[config.mk]
export PLATFORM = sky130hd
export DESIGN_NAME = btb_update_ctrl
export DESIGN_NICKNAME = d
export VERILOG_FILES = /design/src/rtl/btb_pkg.sv /design/src/rtl/btb_upd_fifo.sv /design/src/rtl/btb_update_ctrl.sv
export SDC_FILE = /design/constraint.sdc
export NUM_CORES = 1
export LEC_CHECK = 0
export BUFFER_PORTS_ARGS = -buffer_cell sky130_fd_sc_hd__buf_2
export CORE_MARGIN = 5
export CORE_UTILIZATION = 60
export DETAILED_ROUTE_END_ITERATION = 10
export PLACE_DENSITY = 0.81
export SETUP_SLACK_MARGIN = 0.1
export SKIP_CTS_REPAIR_TIMING = 1
export SLEW_MARGIN = 20
export SYNTH_ARGS = -nofsm -noshare
export SYNTH_HDL_FRONTEND = slang
export SYNTH_SLANG_ARGS = --single-unit
[constraint.sdc]
create_clock -name clk -period 8.07 [get_ports clk]
set_input_delay 1.614 -clock clk [delete_from_list [all_inputs] [get_ports clk]]
set_output_delay 1.614 -clock clk [all_outputs]
set_load 0.005 [all_outputs]
[src/rtl/btb_pkg.sv]
// Shared widths, the BTB update-queue entry type and an address-alignment helper
// for the BTB update controller slice.
package btb_pkg;

   localparam int BTB_PC_W  = 16;
   localparam int BTB_DEPTH = 4;

   typedef struct packed {
      logic [BTB_PC_W-1:0] pc;
      logic [BTB_PC_W-1:0] npc;
   } btb_upd_t;

   // BTB entries are word aligned, so the two byte-offset bits are never stored
   function automatic logic [BTB_PC_W-1:0] word_align(input logic [BTB_PC_W-1:0] addr);
      return addr & ~BTB_PC_W'(3);
   endfunction

endpackage

[src/rtl/btb_upd_fifo.sv]
// Pending BTB update queue: FIFO of {pc, npc} entries with wrap-bit pointers and a
// port that rewrites the target of the youngest entry in place.
module btb_upd_fifo
   import btb_pkg::*;
#(
   parameter int DEPTH = BTB_DEPTH
) (
   input  logic                clk,
   input  logic                rst,
   input  logic                push,
   input  logic                pop,
   input  logic                ovr,
   input  logic [BTB_PC_W-1:0] wr_pc,
   input  logic [BTB_PC_W-1:0] wr_npc,
   output logic                full,
   output logic                empty,
   output logic                one_left,
   output logic [BTB_PC_W-1:0] head_pc,
   output logic [BTB_PC_W-1:0] head_npc,
   output logic [BTB_PC_W-1:0] tail_pc
);

   localparam int AW = (DEPTH > 1) ? $clog2(DEPTH) : 1;

   btb_upd_t        mem [DEPTH];
   btb_upd_t        head_entry;
   btb_upd_t        tail_entry;
   logic [AW:0]     wr_ptr;
   logic [AW:0]     rd_ptr;
   logic [AW:0]     used;
   logic [AW-1:0]   tail_idx;

   // Equal index with differing wrap bits means the writer is a full lap ahead
   assign empty    = (wr_ptr == rd_ptr);
   assign full     = (wr_ptr[AW] != rd_ptr[AW]) && (wr_ptr[AW-1:0] == rd_ptr[AW-1:0]);
   assign used     = wr_ptr - rd_ptr;
   assign one_left = (used == (AW+1)'(1));
   assign tail_idx = wr_ptr[AW-1:0] - 1'b1;

   assign head_entry = mem[rd_ptr[AW-1:0]];
   assign tail_entry = mem[tail_idx];
   assign head_pc    = head_entry.pc;
   assign head_npc   = head_entry.npc;
   assign tail_pc    = tail_entry.pc;

   always_ff @(posedge clk or posedge rst) begin
      if (rst) begin
         wr_ptr <= '0;
         rd_ptr <= '0;
      end else begin
         if (push) wr_ptr <= wr_ptr + 1'b1;
         if (pop)  rd_ptr <= rd_ptr + 1'b1;
      end
   end

   // Storage is deliberately unreset; the pointers alone decide what is visible
   always_ff @(posedge clk) begin
      if (push) begin
         mem[wr_ptr[AW-1:0]].pc  <= wr_pc;
         mem[wr_ptr[AW-1:0]].npc <= wr_npc;
      end else if (ovr) begin
         mem[tail_idx].npc <= wr_npc;
      end
   end

endmodule

[src/rtl/btb_update_ctrl.sv]
// EX-stage BTB update controller: flags mispredicts, redirects fetch, queues and
// drains BTB writes. Define BTB_UPD_MERGE_EN to merge repeat updates into the tail.
module btb_update_ctrl
   import btb_pkg::*;
#(
   parameter int DEPTH = BTB_DEPTH,
   parameter int PC_W  = BTB_PC_W
) (
   input  logic            clk,
   input  logic            rst,
   input  logic            ex_valid,
   input  logic            ex_is_branch,
   input  logic [PC_W-1:0] ex_PC,
   input  logic [PC_W-1:0] ex_NPC_actual,
   input  logic [PC_W-1:0] ex_NPC_predict,
   input  logic            btb_hold,
   output logic            redirect,
   output logic [PC_W-1:0] redirect_PC,
   output logic            we,
   output logic [PC_W-1:0] PC_actual,
   output logic [PC_W-1:0] NPC_actual,
   output logic [15:0]     mispredict_cnt,
   output logic [15:0]     drop_cnt
);

`ifdef BTB_UPD_MERGE_EN
   localparam logic MERGE_EN = 1'b1;
`else
   localparam logic MERGE_EN = 1'b0;
`endif

   logic            mispredict;
   logic            pop;
   logic            merge;
   logic            push;
   logic            drop;
   logic            full;
   logic            empty;
   logic            one_left;
   logic [PC_W-1:0] enq_pc;
   logic [PC_W-1:0] enq_npc;
   logic [PC_W-1:0] head_pc;
   logic [PC_W-1:0] head_npc;
   logic [PC_W-1:0] tail_pc;

   assign mispredict = ex_valid & ex_is_branch & (ex_NPC_actual != ex_NPC_predict);
   assign enq_pc     = word_align(ex_PC);
   assign enq_npc    = word_align(ex_NPC_actual);
   assign pop        = ~empty & ~btb_hold;

   // A tail that is also the head being popped this cycle cannot be merged into
   assign merge = MERGE_EN & mispredict & ~empty & (tail_pc == enq_pc) & ~(pop & one_left);
   assign push  = mispredict & ~merge & (~full | pop);
   assign drop  = mispredict & ~merge & full & ~pop;

   btb_upd_fifo #(
      .DEPTH (DEPTH)
   ) u_fifo (
      .clk      (clk),
      .rst      (rst),
      .push     (push),
      .pop      (pop),
      .ovr      (merge),
      .wr_pc    (enq_pc),
      .wr_npc   (enq_npc),
      .full     (full),
      .empty    (empty),
      .one_left (one_left),
      .head_pc  (head_pc),
      .head_npc (head_npc),
      .tail_pc  (tail_pc)
   );

   always_ff @(posedge clk or posedge rst) begin
      if (rst) begin
         redirect    <= 1'b0;
         redirect_PC <= '0;
         we          <= 1'b0;
         PC_actual   <= '0;
         NPC_actual  <= '0;
      end else begin
         redirect <= mispredict;
         if (mispredict) redirect_PC <= ex_NPC_actual;
         we <= pop;
         if (pop) begin
            PC_actual  <= head_pc;
            NPC_actual <= head_npc;
         end
      end
   end

   always_ff @(posedge clk or posedge rst) begin
      if (rst) begin
         mispredict_cnt <= '0;
         drop_cnt       <= '0;
      end else begin
         if (mispredict && (mispredict_cnt != 16'hFFFF)) mispredict_cnt <= mispredict_cnt + 16'd1;
         if (drop && (drop_cnt != 16'hFFFF))             drop_cnt       <= drop_cnt + 16'd1;
      end
   end

endmodule

==> results.txt, run 1 <==
----------------------------------------------------
[Outcome]
  Run status ... completed

[Route]
  Overall routed net length ... 15,110 um
  Average vias per placed instance ... 5.660
  Number of antenna-violating nets in the routed design ... 0
  Total DRC errors in the routed layout ... 0
  Length of the first detailed-routing pass in iterations ... 4
  Vias post-DR ... 4,358
  Starting DRC count in detailed routing ... 309
  Routed wire per std cell ... between 15 and 20 um

[Die]
  Core area ... 13,090 um^2
  Overall die height ... 124.9 um
  Placement row count ... 42
  Starting density of the core ... 0.6053
  Ports ... 135
  Die width ... 124.9 um
  Die area ... 15,600 um^2

[Power]
  Cell leakage power ... 3.772 nW
  Maximum resistive drop on vdd ... roughly 0.00016 V
  PD cells ... 317.2 nW/um^2

[Cells and area]
  Number of filler cells placed in the layout ... 827
  Number of nets in the layout ... 641
  Post-Layout Cell Count ... just under 800
  Storage element area ... 5469 um^2
  Layout Area Growth over Synthesis ... 18.23%
  Area of the multi-input gates ... 2366 um^2
  Fraction of layout cells with a size suffix above 1 ... 0.4175
  Most frequent standard cell in the layout excluding fill and tap cells ... sky130_fd_sc_hd__buf_2
  Antenna diode count ... 0
  Top library cells by usage in the layout, fill and taps aside ... sky130_fd_sc_hd__buf_2, sky130_fd_sc_hd__edfxtp_1, sky130_fd_sc_hd__dfrtp_1, sky130_fd_sc_hd__mux2_2, sky130_fd_sc_hd__xnor2_1
  Final std cell area, no fill ... 9364 um^2

[Worst hold path]
  Worst Hold End ... drop_cnt[5]
  Hold path startpoint ... drop_cnt[5]
  Hold path depth ... 1
  Class of the most critical hold timing path ... register to register

[Yosys]
  Count of synthesis-stage warnings from yosys ... 0
  Sequential cell area fraction in the yosys report ... 0.6900
  Combined area of all synthesized cells ... 7920 um^2
  Count of mapped cells out of synthesis ... around 450
  Flops & latches, synth ... 196
  Distinct cell type count after synthesis ... 35
  Mean post-synth cell area ... about 18 um^2

[STA]
  Final Setup Violations ... 0
  Setup repair after global routing missed its margin ... no
  Rel. slew slack ... 0.3877
  Count of pins over their slew limit ... 0
  Hold Violations, Final ... 0
  Worst path setup slack after routing ... 4.110 ns
  Tightest Pin Transition ... 0.9163 ns
  Post-route clock skew ... 0.008476 ns
  Minimum clock period ... between 3 and 4 ns
  Hold Worst Slack ... 0.4975 ns
  Fmax ... 0.2525 GHz
  Summed negative setup slack over all endpoints ... 0 ns
  Post-route fraction of the period consumed by the critical path ... 0.4907

[CTS]
  Clk Latency, worst-skew pair ... 0.43 ns
  Total clock sinks ... about 200
  Clock tree root driver cell ... sky130_fd_sc_hd__clkbuf_16
  TritonCTS clock tree ... yes
  Clock buffers created by TritonCTS ... 17
  Max clock buf depth ... 2
  Max H-tree Level ... 4
  Post-CTS clock slew at the launch and capture registers of the worst setup and hold paths ... 0.06 ns

[Setup path]
  Critical Path Fanout Max ... 36
  R2r startpoint ... u_fifo.rd_ptr[0]
  Worst Setup Start Kind ... input port
  Critical path launch point ... ex_NPC_actual[12]
  Type of the setup path with the least slack ... input port to register
  Signal arrival time at the worst endpoint ... 4.27 ns
  End of the worst register-to-register path ... u_fifo.wr_ptr[2]
  Flop-to-flop setup slack ... ~5.3 ns
  Logic depth of the worst register-to-register path ... 5
  Kind of end point of the critical path ... register
  Required time at the endpoint of the critical path ... 8.38 ns

[Global route]
  Overall overflow remaining after global route ... 0
  Vias in the first global route ... 4,795
  Number of antenna violations at the first check in global routing ... 0
  Overall Global Routing Usage ... 0.2057
  First-pass GRT wire length ... 24,960 um
  Pin count of the biggest net entering global routing ... 85

[Place]
  Setup slack after placement ... 3.558 ns
  GP Congestion ... 0.7824
  DPL Wire Length ... approximately 9400 um
  Cell total after placement ... 738
  Number of I/O port buffers ... 128
  Placed cell area ... about 9000 um^2

[Job]
  Number of maximum-capacitance constraint violations ... 0

----------------------------------------------------
[worst max-delay path, cell delays in order]
cell and delay [ns]:
sky130_fd_sc_hd__buf_2 0.14, sky130_fd_sc_hd__xor2_1 0.15, sky130_fd_sc_hd__nor4_1 0.41, sky130_fd_sc_hd__nand4_2 0.78
sky130_fd_sc_hd__and2_1 0.73, sky130_fd_sc_hd__mux2_4 0.42
[routing by layer]
| layer | wire [um] | up-vias | GRT usage | part of all wire |
|---|---|---|---|---|
| met1 | 6333 | 2242 | 0.2655 | 0.42 |
| met5 | 0 | - | 0 | 0 |
| met2 | 7852 | 131 | 0.3416 | 0.52 |
| met4 | 225 | 0 | 0.07908 | 0.015 |
| met3 | 698 | 19 | 0.04931 | 0.046 |
| li1 | - | 1966 | - | - |
[cell usage after synthesis]
| cell | count | area share |
|---|---|---|
| sky130_fd_sc_hd__edfxtp_1 | 112 | 0.42 |
| sky130_fd_sc_hd__dfrtp_1 | 84 | 0.27 |
| sky130_fd_sc_hd__mux2_2 | 38 | 0.054 |
| sky130_fd_sc_hd__xnor2_1 | 31 | 0.034 |
| sky130_fd_sc_hd__mux4_2 | 28 | 0.080 |
| sky130_fd_sc_hd__xor2_1 | 22 | 0.024 |
| sky130_fd_sc_hd__nand4_1 | 16 | 0.013 |
| sky130_fd_sc_hd__nand2_1 | 14 | 0.0066 |
| sky130_fd_sc_hd__and3_1 | 13 | 0.010 |
| sky130_fd_sc_hd__nand3_1 | 13 | 0.0082 |
| sky130_fd_sc_hd__mux2_4 | 10 | 0.019 |
| sky130_fd_sc_hd__clkbuf_1 | 7 | 0.0033 |
| sky130_fd_sc_hd__ha_1 | 7 | 0.011 |
| sky130_fd_sc_hd__nor4_1 | 7 | 0.0055 |
| sky130_fd_sc_hd__and2_1 | 6 | 0.0047 |
| sky130_fd_sc_hd__buf_4 | 5 | 0.0047 |
| sky130_fd_sc_hd__nor2_1 | 5 | 0.0024 |
| sky130_fd_sc_hd__and4_1 | 4 | 0.0044 |
| sky130_fd_sc_hd__inv_1 | 4 | 0.0019 |
| sky130_fd_sc_hd__buf_1 | 3 | 0.0014 |
| sky130_fd_sc_hd__buf_2 | 3 | 0.0019 |
| sky130_fd_sc_hd__nor3_1 | 2 | 0.0013 |
| sky130_fd_sc_hd__nor4b_1 | 2 | 0.0022 |
| sky130_fd_sc_hd__a21oi_1 | 1 | 0.00063 |
| sky130_fd_sc_hd__and4b_1 | 1 | 0.0013 |
| sky130_fd_sc_hd__buf_6 | 1 | 0.0014 |
| sky130_fd_sc_hd__conb_1 | 1 | 0.00047 |
| sky130_fd_sc_hd__nand3b_1 | 1 | 0.00095 |
| sky130_fd_sc_hd__nand3b_4 | 1 | 0.0025 |
| sky130_fd_sc_hd__nand4_2 | 1 | 0.0016 |
| sky130_fd_sc_hd__nand4b_1 | 1 | 0.0011 |
| sky130_fd_sc_hd__nor2b_1 | 1 | 0.00079 |
| sky130_fd_sc_hd__nor3_4 | 1 | 0.0021 |
| sky130_fd_sc_hd__nor4_2 | 1 | 0.0016 |
| sky130_fd_sc_hd__or4b_4 | 1 | 0.0017 |
[through the flow]
| step | power [mW] | util |
|---|---|---|
| after CTS | 3.005 | 0.7152 |
| after global routing | 3.125 | 0.7156 |
| after detailed placement | 2.132 | 0.6684 |
| after global placement | 2.082 | 0.6663 |
| final | 2.970 | 0.7156 |
| after floorplan | 1.855 | - |
[worst max-delay path by stage]
stage / end / slack, ns
after CTS: redirect_PC[7] / 4.10
final: redirect_PC[2] / 4.11
after global placement: u_fifo.wr_ptr[2] / 3.63
after global routing: redirect_PC[2] / 3.99
after floorplan: NPC_actual[10] / 4.29
after detailed placement: u_fifo.wr_ptr[2] / 3.56
[logic make-up after synthesis]
group                    synth area share
flip-flops                         0.6900
multiplexers                       0.1526
AO/OA/AOI/OAI                   0.0006313
XOR/XNOR                          0.05861
adder cells (fa/ha/maj)           0.01106
buffers and inverters             0.01469
other                           0.0004735
AND/OR/NAND/NOR                   0.07188
[where the power goes]
| group | internal [mW] | switching (mW) |
|---|---|---|
| Sequential | 1.26 | 0.148 |
| Combinational | 0.397 | 0.296 |
| Clock | 0.503 | 0.369 |
[registers in the layout, indices dropped and copies added, names as in the netlist]
register        flops
u_fifo.mem        112
drop_cnt           16
mispredict_cnt     16
redirect_PC        16
NPC_actual         14
PC_actual          14
u_fifo.rd_ptr       3
u_fifo.wr_ptr       3
redirect            1
we                  1
[final cells by class]
type | count | share of cell area
clock buffer | 20 | 0.04770
inverter | 4 | 0.002138
multi-input combinational | 232 | 0.2527
tap | 176 | 0.02352
timing repair buffer | 130 | 0.07215
clock inverter | 12 | 0.01777
sequential | 196 | 0.5840
Power figures use the tool's default switching activity.
==> run 2: changes to the inputs <==
--- a/config.mk
+++ b/config.mk
@@ -5,11 +5,12 @@
 export SDC_FILE = /design/constraint.sdc
 export NUM_CORES = 1
 export LEC_CHECK = 0
+export ABC_AREA = 1
 export BUFFER_PORTS_ARGS = -buffer_cell sky130_fd_sc_hd__buf_2
 export CORE_MARGIN = 5
-export CORE_UTILIZATION = 60
+export CORE_UTILIZATION = 51
 export DETAILED_ROUTE_END_ITERATION = 10
-export PLACE_DENSITY = 0.81
+export PLACE_DENSITY = 0.73
 export SETUP_SLACK_MARGIN = 0.1
 export SKIP_CTS_REPAIR_TIMING = 1
 export SLEW_MARGIN = 20
==> constraint.sdc (replaced) <==
create_clock -name clk -period 3.45 [get_ports clk]
set_input_delay 0.69 -clock clk [delete_from_list [all_inputs] [get_ports clk]]
set_output_delay 0.69 -clock clk [all_outputs]
set_load 0.005 [all_outputs]
==> results.txt, run 2 <==
----------------------------------------------------
[Outcome]
  Run status ... completed

[CTS]
  Clk Latency, worst-skew pair ... 0.42 ns (about the same)
  Clock tree root driver cell ... sky130_fd_sc_hd__clkbuf_16
  Max H-tree Level ... 4 (unchanged)
  TritonCTS clock tree ... yes
  Clock buffers created by TritonCTS ... 17 (unchanged)
  Total clock sinks ... 196 (unchanged)
  Max clock buf depth ... 2 (unchanged)
  Post-CTS clock slew at the launch and capture registers of the worst setup and hold paths ... 0.07 ns (about the same)

[Route]
  Routed wire per std cell ... 14.60 um (-26%)
  Average vias per placed instance ... 4.955 (-12%)
  Length of the first detailed-routing pass in iterations ... 4 (unchanged)
  Number of antenna-violating nets in the routed design ... 0 (unchanged)
  Vias post-DR ... 6,006 (+38%)
  Overall routed net length ... 17,700 um (+17%)
  Starting DRC count in detailed routing ... 359 (+16%)
  Total DRC errors in the routed layout ... 0 (unchanged)

[STA]
  Rel. slew slack ... 0.3221 (-0.06558)
  Post-route clock skew ... 0.01065 ns (+0.002171 ns)
  Post-route fraction of the period consumed by the critical path ... 0.7492
  Tightest Pin Transition ... 1.014 ns (+0.09813 ns)
  Fmax ... 0.3869 GHz
  Summed negative setup slack over all endpoints ... 0 ns (unchanged)
  Final Setup Violations ... 0 (unchanged)
  Worst path setup slack after routing ... 0.8652 ns (-3.245 ns)
  Hold Violations, Final ... 0 (unchanged)
  Count of pins over their slew limit ... 0 (unchanged)
  Setup repair after global routing missed its margin ... no
  Minimum clock period ... 2.585 ns

[Power]
  Maximum resistive drop on vdd ... 0.0004082 V (+150%)
  Pint ... 4.551 mW (+110%)
  Sequential group share of total power ... 0.464 (-0.009)
  Comb power frac ... 0.270 (+0.037)
  Overall Power ... 6.844 mW (+130%)
  Share of total power in the clock network ... 0.266 (-0.028)
  Switching fraction of total power ... 0.3351 (+0.06136)
  PD cells ... 688.1 nW/um^2 (+120%)
  Switching power total ... 2.293 mW (+180%)
  Cell leakage power ... 4.256 nW (+13%)

[Setup path]
  Critical Path Fanout Max ... 28 (-22%)
  Delay-heaviest family, CP ... simple AND/OR/NAND/NOR gates
  Signal arrival time at the worst endpoint ... 2.63 ns (-1.64 ns)
  Type of the setup path with the least slack ... input port to register
  Buffer and inverter count on the worst path ... 3 (+2)
  Kind of end point of the critical path ... register
  Max stage delay cell, worst path ... sky130_fd_sc_hd__nor2_4
  Worst Setup Start Kind ... input port
  Crit path cell chain ... buf_2 > inv_1 > nand2_1 > nand2_1 > nor2_1 > nand2_1 > nor2_1 > nand2_1 > nand3b_1 > buf_4 > nor2_4
  Slowest stage delay, CP ... 0.74 ns (-0.04 ns)
  Most prevalent standard cell on the critical path ... sky130_fd_sc_hd__nand2_1
  Required time at the endpoint of the critical path ... 3.49 ns (-4.89 ns)

[Yosys]
  EDFF count, synth ... 112 (unchanged)
  Count of synthesis-stage warnings from yosys ... 0 (unchanged)
  Dominant cell type by area after synthesis ... sky130_fd_sc_hd__edfxtp_1
  Fraction of registers with async set or reset after synthesis ... 0.4286 (unchanged)
  Biggest area contributors in the synthesized netlist ... sky130_fd_sc_hd__edfxtp_1, sky130_fd_sc_hd__dfrtp_1, sky130_fd_sc_hd__nand2_1
  Flops & latches, synth ... 196 (unchanged)
  Synth cell count leaders ... sky130_fd_sc_hd__nand2_1, sky130_fd_sc_hd__nor2_1, sky130_fd_sc_hd__edfxtp_1
  Mean post-synth cell area ... 10.01 um^2 (-43%)
  Distinct cell type count after synthesis ... 30 (-14%)
  Most frequent cell after synthesis ... sky130_fd_sc_hd__nand2_1
  Count of mapped cells out of synthesis ... 855 (+91%)
  Proportion of netlist area held by the largest area contributor ... 0.3929 (-0.03178)
  Sequential cell area fraction in the yosys report ... 0.6384 (-0.05164)
  Combined area of all synthesized cells ... 8561 um^2 (+8.1%)
  Primary FF master, synth ... sky130_fd_sc_hd__edfxtp_1

[Cells and area]
  Number of filler cells placed in the layout ... 1,387 (+68%)
  Fin util ... 0.6020 (-0.1137)
  Fraction of layout cells with a size suffix above 1 ... 0.1946 (-0.2230)
  Most frequent standard cell in the layout excluding fill and tap cells ... sky130_fd_sc_hd__nand2_1
  Max reg flops ... 112 (unchanged)
  Layout Area Growth over Synthesis ... 16.19%
  Number of nets in the layout ... 1,039 (+62%)
  Top register by number of flip-flops ... u_fifo.mem
  Antenna diode count ... 0 (unchanged)
  Top library cells by usage in the layout, fill and taps aside ... sky130_fd_sc_hd__nand2_1, sky130_fd_sc_hd__nor2_1, sky130_fd_sc_hd__buf_2, sky130_fd_sc_hd__edfxtp_1, sky130_fd_sc_hd__dfrtp_1

[Place]
  Setup slack after placement ... 0.3700 ns (-3.188 ns)
  DPL Wire Length ... 11,000 um (+17%)
  GP Congestion ... 0.8015 (+2.4%)
  Number of I/O port buffers ... 128 (unchanged)

[Die]
  Overall die height ... 139.6 um (+12%)
  Starting density of the core ... 0.5181 (-0.08722)
  Placement row count ... 47 (+12%)
  Core area ... 16,520 um^2 (+26%)
  Die area ... 19,480 um^2 (+25%)
  Die width ... 139.6 um (+12%)
  Ports ... 135 (unchanged)

[Global route]
  Number of antenna violations at the first check in global routing ... 0 (unchanged)
  First-pass GRT wire length ... 28,900 um (+16%)
  Vias in the first global route ... 5,701 (+19%)
  Pin count of the biggest net entering global routing ... 59 (-31%)
  Overall Global Routing Usage ... 0.1865 (-0.01926)
  Overall overflow remaining after global route ... 0 (unchanged)

[Worst hold path]
  Class of the most critical hold timing path ... input port to asynchronous set/reset pin

[Job]
  Number of maximum-capacitance constraint violations ... 0 (unchanged)

----------------------------------------------------
[run 2: changes by cell type in the layout (fill, tap and decap cells not counted), sizes merged, moves of 6 or more]
cell and change:
a31oi +28, inv +75, mux4 -28, nor3 +13
mux2 -48, xnor2 -20, nor4 -6, nand2 +160
buf +8, and3 -13, o21ai +89, nand4 -11
nor2 +164, and2 -6
[run 2: layout make-up]
| cell class | count | area [um^2] | area share |
|---|---|---|---|
| Clock buffer | 20 | 446.7 | 0.04491 |
| Clock inverter | 12 | 96.34 | 0.009686 |
| Inverter | 79 | 301.5 | 0.03031 |
| Multi-Input combinational cell | 547 | 2645 | 0.2659 |
| Sequential cell | 196 | 5466 | 0.5496 |
| Tap cell | 220 | 275.3 | 0.02767 |
| Timing Repair Buffer | 138 | 715.7 | 0.07195 |
[run 2: power by group through the flow]
stage / Combinational, mW / Sequential (mW) / Clock, mW
after detailed placement: 1.87 / 3.22 / 0
after global routing: 2.12 / 3.23 / 1.98
after global placement: 1.82 / 3.21 / 0
after CTS: 1.89 / 3.18 / 1.86
final: 1.85 / 3.18 / 1.82
after floorplan: 1.24 / 3.17 / 0
[run 2: path summary, 6_finish.rpt]
kind / from / to / slack [ns] / cells after the start
max in group asynchronous: rst / mispredict_cnt[15] / 2.50 / 3
worst min register to register: redirect_PC[13] / redirect_PC[13] / 0.49 / 2
worst min-delay path: rst / drop_cnt[15] / 0.32 / 2
worst max-delay path: ex_NPC_actual[6] / u_fifo.mem[1][13] / 0.87 / 11
min in group clk: ex_PC[8] / u_fifo.mem[2][20] / 0.48 / 1
worst max register to register: u_fifo.rd_ptr[0] / u_fifo.mem[1][13] / 0.88 / 6
[run 2: layer usage]
metal / wire length, um / GRT usage / share of wire / up-vias
met4: 206 / 0.04895 / 0.012 / 0
li1: - / - / - / 3048
met3: 1082 / 0.04666 / 0.061 / 15
met1: 7756 / 0.2459 / 0.44 / 2793
met2: 8653 / 0.3120 / 0.49 / 150
met5: 0 / 0 / 0 / -
[run 2: metrics by stage]
stage	std cells	area, um^2	hold WS, ns
after floorplan	858	8572	0.4650
after global placement	1180	9400	0.4648
after detailed placement	1180	9404	0.4755
after CTS	1212	9947	0.3286
after global routing	1212	9947	0.3516
final	1212	9947	0.3158
[run 2: cell families (layout without fill, tap and decap cells)]
group                    Yosys count  after routing  share of synthesized area
flip-flops                       196            196                     0.6384
AO/OA/AOI/OAI                    117            117                    0.07556
XOR/XNOR                          31             31                    0.03172
buffers and inverters            115            249                    0.05744
adder cells (fa/ha/maj)            7              7                    0.01023
AND/OR/NAND/NOR                  388            388                     0.1862
other                              1              4                  0.0004380
